## src/rtl/key_click_classifier_pkg.sv

```systemverilog
// Shared key-input definitions: FSM state encoding and default timing
// parameters used by both the debounce stage and the click classifier.
package key_click_classifier_pkg;

    typedef enum logic {
        IDLE  = 1'b0,
        COUNT = 1'b1
    } key_state_e;

    localparam int CLICK_WINDOW_DEF = 14400000;  // 300 ms at 48 MHz
    localparam int MAX_CLICKS_DEF   = 3;
    localparam int CNT_BITS_DEF     = 24;
    localparam int CLICK_BITS       = 2;

endpackage

```

## src/rtl/key_click_classifier_if.sv

```systemverilog
// Click-event handshake: one-entry event slot with a drop indication.
interface key_click_classifier_if;
    import key_click_classifier_pkg::*;

    logic                  evt_valid;
    logic [CLICK_BITS-1:0] evt_clicks;
    logic                  evt_ready;
    logic                  evt_drop;

    modport master (output evt_valid, evt_clicks, evt_drop, input evt_ready);
    modport slave  (input evt_valid, evt_clicks, evt_drop, output evt_ready);
endinterface

```

## src/rtl/key_click_classifier_evt_slot.sv

```systemverilog
// One-entry registered output slot for completed click sequences; a completion
// that finds the slot full and not being drained is discarded with a drop pulse.
module key_evt_slot
    import key_click_classifier_pkg::*;
(
    input  logic                  sys_clk,
    input  logic                  sys_rst,
    input  logic                  complete,
    input  logic [CLICK_BITS-1:0] done_clicks,
    key_click_classifier_if.master evt
);

    logic slot_free;
    assign slot_free = !evt.evt_valid || evt.evt_ready;

    always_ff @(posedge sys_clk) begin
        if (sys_rst) begin
            evt.evt_valid  <= 1'b0;
            evt.evt_clicks <= '0;
            evt.evt_drop   <= 1'b0;
        end else begin
            evt.evt_drop <= 1'b0;
            if (complete) begin
                if (slot_free) begin
                    evt.evt_valid  <= 1'b1;
                    evt.evt_clicks <= done_clicks;
                end else begin
                    evt.evt_drop <= 1'b1;
                end
            end else if (evt.evt_valid && evt.evt_ready) begin
                evt.evt_valid <= 1'b0;
            end
        end
    end

endmodule

```

## src/rtl/key_click_classifier.sv

```systemverilog
// Groups debounced key presses into 1..MAX_CLICKS click events, closing a
// sequence after CLICK_WINDOW quiet cycles or immediately at MAX_CLICKS.
module key_click_classifier
    import key_click_classifier_pkg::*;
#(
    parameter int CLICK_WINDOW = CLICK_WINDOW_DEF,
    parameter int MAX_CLICKS   = MAX_CLICKS_DEF,
    parameter int CNT_BITS     = CNT_BITS_DEF
) (
    input  logic sys_clk,
    input  logic sys_rst,
    input  logic key_i,
    key_click_classifier_if.master evt
);

    localparam logic [CNT_BITS-1:0]   TIMER_LAST = CNT_BITS'(CLICK_WINDOW - 1);
    localparam logic [CLICK_BITS-1:0] CLICKS_MAX = CLICK_BITS'(MAX_CLICKS);

    key_state_e            state_q, state_d;
    logic [CLICK_BITS-1:0] clicks_q, clicks_d;
    logic [CNT_BITS-1:0]   timer_q, timer_d;
    logic [CLICK_BITS-1:0] clicks_inc;
    logic                  complete;
    logic [CLICK_BITS-1:0] done_clicks;

    assign clicks_inc = clicks_q + CLICK_BITS'(1);

    always_ff @(posedge sys_clk) begin
        if (sys_rst) begin
            state_q  <= IDLE;
            clicks_q <= '0;
            timer_q  <= '0;
        end else begin
            state_q  <= state_d;
            clicks_q <= clicks_d;
            timer_q  <= timer_d;
        end
    end

    always_comb begin
        state_d     = state_q;
        clicks_d    = clicks_q;
        timer_d     = timer_q;
        complete    = 1'b0;
        done_clicks = clicks_q;
        case (state_q)
            IDLE: begin
                if (key_i) begin
                    // With MAX_CLICKS=1 the very first press already ends the sequence.
                    if (CLICKS_MAX == CLICK_BITS'(1)) begin
                        complete    = 1'b1;
                        done_clicks = CLICK_BITS'(1);
                    end else begin
                        state_d  = COUNT;
                        clicks_d = CLICK_BITS'(1);
                        timer_d  = '0;
                    end
                end
            end
            COUNT: begin
                // A press on the expiry edge is checked first so it keeps the sequence open.
                if (key_i) begin
                    done_clicks = clicks_inc;
                    if (clicks_inc == CLICKS_MAX) begin
                        complete = 1'b1;
                        state_d  = IDLE;
                        clicks_d = '0;
                    end else begin
                        clicks_d = clicks_inc;
                    end
                    timer_d = '0;
                end else if (timer_q == TIMER_LAST) begin
                    complete = 1'b1;
                    state_d  = IDLE;
                    clicks_d = '0;
                    timer_d  = '0;
                end else begin
                    timer_d = timer_q + CNT_BITS'(1);
                end
            end
            default: begin
                state_d  = IDLE;
                clicks_d = '0;
                timer_d  = '0;
            end
        endcase
    end

    key_evt_slot u_slot (
        .sys_clk     (sys_clk),
        .sys_rst     (sys_rst),
        .complete    (complete),
        .done_clicks (done_clicks),
        .evt         (evt)
    );

endmodule

```

## src/flat_wrapper.sv

```systemverilog
// flat-port wrapper written by rule: the top's interface ports become plain ports
module key_click_classifier_flat import key_click_classifier_pkg::*;
#(
    parameter int CLICK_WINDOW = CLICK_WINDOW_DEF,
    parameter int MAX_CLICKS   = MAX_CLICKS_DEF,
    parameter int CNT_BITS     = CNT_BITS_DEF
)
  (sys_clk, sys_rst, key_i, evt_evt_valid, evt_evt_clicks, evt_evt_drop, evt_evt_ready);
  key_click_classifier_if evt_i ();
  input  logic sys_clk;
  input  logic sys_rst;
  input  logic key_i;
  output wire logic [$bits(evt_i.evt_valid)-1:0] evt_evt_valid;
  output wire logic [$bits(evt_i.evt_clicks)-1:0] evt_evt_clicks;
  output wire logic [$bits(evt_i.evt_drop)-1:0] evt_evt_drop;
  input wire logic [$bits(evt_i.evt_ready)-1:0] evt_evt_ready;
  assign evt_evt_valid = evt_i.evt_valid;
  assign evt_evt_clicks = evt_i.evt_clicks;
  assign evt_evt_drop = evt_i.evt_drop;
  assign evt_i.evt_ready = evt_evt_ready;
  key_click_classifier #(.CLICK_WINDOW(CLICK_WINDOW), .MAX_CLICKS(MAX_CLICKS), .CNT_BITS(CNT_BITS)) u_core (.sys_clk(sys_clk), .sys_rst(sys_rst), .key_i(key_i), .evt(evt_i));
endmodule
```

## config.mk

```make
export PLATFORM = sky130hd
export DESIGN_NAME = key_click_classifier_flat
export DESIGN_NICKNAME = d
export VERILOG_FILES = /design/src/rtl/key_click_classifier_pkg.sv /design/src/rtl/key_click_classifier_if.sv /design/src/rtl/key_click_classifier_evt_slot.sv /design/src/rtl/key_click_classifier.sv /design/src/flat_wrapper.sv
export SDC_FILE = /design/constraint.sdc
export NUM_CORES = 1
export LEC_CHECK = 0
export CAP_MARGIN = 20
export CORE_AREA = 2 2 72 74
export CTS_BUF_LIST = sky130_fd_sc_hd__clkbuf_4 sky130_fd_sc_hd__clkbuf_8
export DETAILED_ROUTE_END_ITERATION = 7
export DIE_AREA = 0 0 74 76
export PLACE_DENSITY = 0.58
export SYNTH_ARGS = -nofsm -noshare
export SYNTH_HDL_FRONTEND = slang
export SYNTH_SLANG_ARGS = --single-unit
```

## constraint.sdc

```tcl
create_clock -name sys_clk -period 4.8 [get_ports sys_clk]
set_input_delay 0.72 -clock sys_clk [delete_from_list [all_inputs] [get_ports sys_clk]]
set_output_delay 0.72 -clock sys_clk [all_outputs]
set_load 0.01 [all_outputs]
```

# == Yosys cells after proc, flatten, opt, wreduce, memory -nomap -nowiden ==
# Cells that the tools add are included.
# word_totals
reg_bits,31
# classes
reduce_logical,8
addsub,2
n_mux,24
bitwise,2
eq_ne,5
# op_table
cell,n
24-bit two-way mux,3
24-bit case mux with 2 select lines,1
24-bit by 1-bit adder with 24-bit output (second input constant),1
24-bit equality test (second input constant),1
1-bit two-way mux,12
2-bit two-way mux,6
2-bit AND reduction,3
2-bit != test (second input constant),2
2-bit case mux with 2 select lines,1
3-bit != test (second input constant),1
2-bit by 1-bit adder with 2-bit output (second input constant),1
2-bit equality test (second input constant),1
1-bit inverter,2
1-bit case mux with 2 select lines,1
2-bit nonzero test,1
2-bit OR reduction,1
1-bit logical AND,1
1-bit zero test,1
1-bit logical OR,1

# == Longest topological paths before layout ==
# depth
depth_word,7
depth_mapped,7
ltp_nobuf,6

# == By module ==
# Synthesis repeated with hierarchy kept, for this count alone.
# unflattened
hier_cells,203
hier_area_um2,1675.4
# modules_own_cells
mod,seq_area_each_um2,area_per_inst_um2,n_inst,cells_each
key_click_classifier,540.5,1506.4,1,188
key_evt_slot,80.1,168.9,1,15

# == Least setup slack after synthesis ==
# No wires, ideal clock.
# synth_timing
path_type,input-to-reg
from,input key_i
to,register u_core.timer_q[18]
n_path_buf,1
arrival_ps,1693
stages,5
setup_slack_ps,3033
cell_sequence,nand2b_1 > a31o_2 > buf_2 > or3_1 > a31oi_1
# synth_via
elab_chain_len,2
# synth_rtl
item,line_no,rtl
start: declaration,flat_wrapper.sv:12,input logic key_i;
24-bit two-way mux,key_click_classifier.sv:62,if (key_i) begin
24-bit case mux with 2 select lines,key_click_classifier.sv:46,case (state_q)
end signal: assignment,key_click_classifier.sv:36,timer_q <= timer_d;
end: declaration,key_click_classifier.sv:21,"logic [CNT_BITS-1:0] timer_q, timer_d;"
# Several ways; a longest one is shown, not always the timed one.
# A chain may end at the register's enable or synchronous reset.

# == Worst setup path after layout ==
# layout_timing
from,input key_i
to,register u_core.timer_q[12]
# Same word-level chain as after synthesis.

==> impl_metrics.py <==
metrics = {
    "floorplanning": {
        "rows": 26,
        "die_area_um2": 5620,
        "initial_core_util_pct": 33.4,
        "die_w_um": 74,
        "die_y_um": 76,
        "core_um2": 4910,
        "io_pins": 8,
    },
    "sta": {
        "fmax_mhz": 402,
        "finalSetupTns_ps": 0,
        "max-slew-margin-rel_pct": 27.6,
        "fin_worst_skew_ps": 8.01,
        "min_period_over_period_pct": 51.8,
        "setup_slack_ps": 2310,
        "hold_viol": 0,
        "slew_violations": 0,
        "tightest_slew_ps": 1080,
        "setup_violations": 0,
        "rsz0062_at_grt": "no",
        "finalCriticalPeriod_ps": 2490,
    },
    "synthesis": {
        "syn_avg_cell_area_um2": 8.12,
        "synth_ff_type": "dfxtp_1",
        "ys_types": 39,
        "synthCells": 202,
        "synth_area_leaders": "dfxtp_1, nand2_1, or3_1",
        "synthArstFlopShare_pct": 0,
        "yosysMostFrequentCell": "dfxtp_1",
        "yosys_warnings": 0,
        "synth_nets": 210,
        "yosysSeqAreaShare_pct": 37.8,
        "synth_commonest_cells": "dfxtp_1, nand2_1, nand3_1, a21oi_1, or3_1",
        "synth_top_cell_by_area": "dfxtp_1",
        "syn_area_um2": 1640,
        "synth_seq_cells": 31,
        "netlist.area_leader.share_pct": 37.8,
        "synth_edf_count": 0,
    },
    "power_and_ir_drop": {
        "p_per_area_nw_per_um2": 267,
        "leakage_nw": 0.538,
        "peakVddDrop_v": 0.0000936,
    },
    "critical_path": {
        "critPathKind": "in -> reg",
        "crit_path_start_kind": "input port",
        "crit_required_ps": 5010,
        "cp.arrival_ps": 2700,
        "worstSetupEndpointType": "flip-flop",
        "critPathMaxFanout": 16,
    },
    "finish": {
        "stdcell_area_um2": 1830,
        "area_growth_pct": 11.8,
        "diodes": 0,
        "num-nets-final": 216,
        "drive_above_1_share_pct": 9.09,
    },
    "drt": {
        "post_drt_via_cell_ratio": 5.22,
        "first_pass_iters": 4,
        "drtIter0Drc": 69,
        "wl_per_cell_um": 13.8,
        "wl_um": 3840,
        "vias": 1456,
        "postRouteAntennaNets": 0,
        "drc": 0,
    },
    "run": {
        "drv_cap": 0,
    },
    "clock_tree": {
        "clockBufferDepth": 2,
        "cts_buffers": 5,
        "clockRootBuffer": "clkbuf_8",
        "clock_sinks": 31,
        "htreeDepth": 2,
        "postCtsSetupBuffers": 0,
        "cts_tree": "done",
        "cts.clk_slew.worst_paths_ps": 70,
        "cts_resized": 0,
        "cts_hold_buf": 0,
        "clkLatencyLatePin_ps": 290,
    },
    "status": {
        "status": "finished, final reports clean",
    },
    "global_route": {
        "overflow": 0,
        "grt_start_max_net_pins": 20,
        "antenna_found_initial": 0,
        "grt_use_total_pct": 15.1,
        "grt_pass1_wl_um": 6620,
        "grt_pass1_vias": 1385,
    },
    "placement": {
        "port-buffer-count": 7,
        "dpl_cell_area_um2": 1740,
        "dpl_worst_slack_ps": 1760,
        "detailed_place_hpwl_um": 2650,
        "gp_congestion": 0.822,
    },
    "worst_hold_path": {
        "hold_class": "reg -> reg",
    },
}
## cell families (layout without fill, tap and decap cells)
| logic type | after synthesis | after routing | synth area share, % |
|---|---|---|---|
| adders and majority gates | 4 | 4 | 3.05 |
| buffers and inverters | 13 | 20 | 4.27 |
| DFF | 31 | 31 | 37.8 |
| and+or+nand+nor | 107 | 107 | 36.2 |
| muxes | 1 | 1 | 0.610 |
| AOI/OAI and AO/OA | 42 | 42 | 15.9 |
| xor gates and xnor gates | 4 | 4 | 2.14 |
## worst max-delay path, cell delays in order
cell and delay [ps]:
clkdlybuf4s50_1 640, nor2_1 930, o21ai_0 220, a21oi_1 180
## final timing paths
path	startpoint	endpoint	slack (ps)	depth (start not counted)
max	key_i	u_core.timer_q[12]	2310	4
min	u_core.timer_q[5]	u_core.timer_q[5]	510	2
max reg2reg	u_core.timer_q[11]	u_core.timer_q[17]	2730	6
min reg2reg	u_core.timer_q[5]	u_core.timer_q[5]	510	2
## report_power, final
part | switching [W] | leakage (nW) | total, W | internal (W)
combinational | 0.0000176 | 0.240 | 0.0000265 | 0.00000892
sequential | 0.00000301 | 0.250 | 0.000262 | 0.000259
clock | 0.000102 | 0.0477 | 0.000201 | 0.0000991
## final cells by class
| type | instances | area, um2 |
|---|---|---|
| clock inverters | 3 | 15.0 |
| inverters | 4 | 15.0 |
| flip-flops and latches | 31 | 621 |
| well taps | 70 | 87.6 |
| fillers | 514 | 3080 |
| multi-input cells | 158 | 950 |
| clock buffers | 5 | 68.8 |
| repair buffers | 8 | 77.6 |
## layer usage
layer | wire [um] | vias to the layer above | global-route usage [%] | part of all wire [%]
li1 | - | 762 | - | -
met1 | 1860 | 671 | 19.9 | 49
met2 | 1790 | 18 | 22.9 | 47
met3 | 104 | 5 | 2.38 | 2.7
met4 | 78 | 0 | 8.73 | 2.0
met5 | 0 | - | 0 | 0
## layout by cell type, fill, tap and decap left out
cell,count
nand2b_1,2
and3_2,2
or2_2,2
xor2_1,2
buf_4,1
dfxtp_1,31
o221a_2,2
clkbuf_8,5
mux2i_1,1
nor2b_1,2
a41oi_1,1
a22oi_1,2
a31oi_1,8
nor4_2,1
a311oi_1,3
a31o_2,1
and2_1,3
nand4_1,10
or3_1,13
xnor2_1,2
o21ai_0,9
o31ai_1,2
ha_1,4
nor3_1,7
nor4_4,1
nand3_1,16
clkdlybuf4s50_1,7
nand3b_1,1
clkinv_2,3
or3b_4,1
and3_1,2
nor4_1,1
nand2_1,26
or4_1,3
nor2_1,10
nor3b_1,1
a21oi_1,14
and4_1,3
inv_1,4
## through the flow
step	utilization [%]	power, W	hold slack, ps	std cells
2_1_floorplan	-	0.000288	455	202
3_3_place_gp	35.5	0.000294	484	270
3_5_place_dp	35.5	0.000294	492	270
4_1_cts	37.2	0.000494	503	278
5_1_grt	37.3	0.000511	550	279
6_report	37.3	0.000490	507	279
## flip-flops by register name (all words and copies together), names as in the netlist
register                      count
u_core.u_slot.evt.evt_drop        1
u_core.state_q                    1
u_core.clicks_q                   2
u_core.timer_q                   24
u_core.u_slot.evt.evt_valid       1
u_core.u_slot.evt.evt_clicks      2
Note: power is estimated with default switching activity, not from simulation.
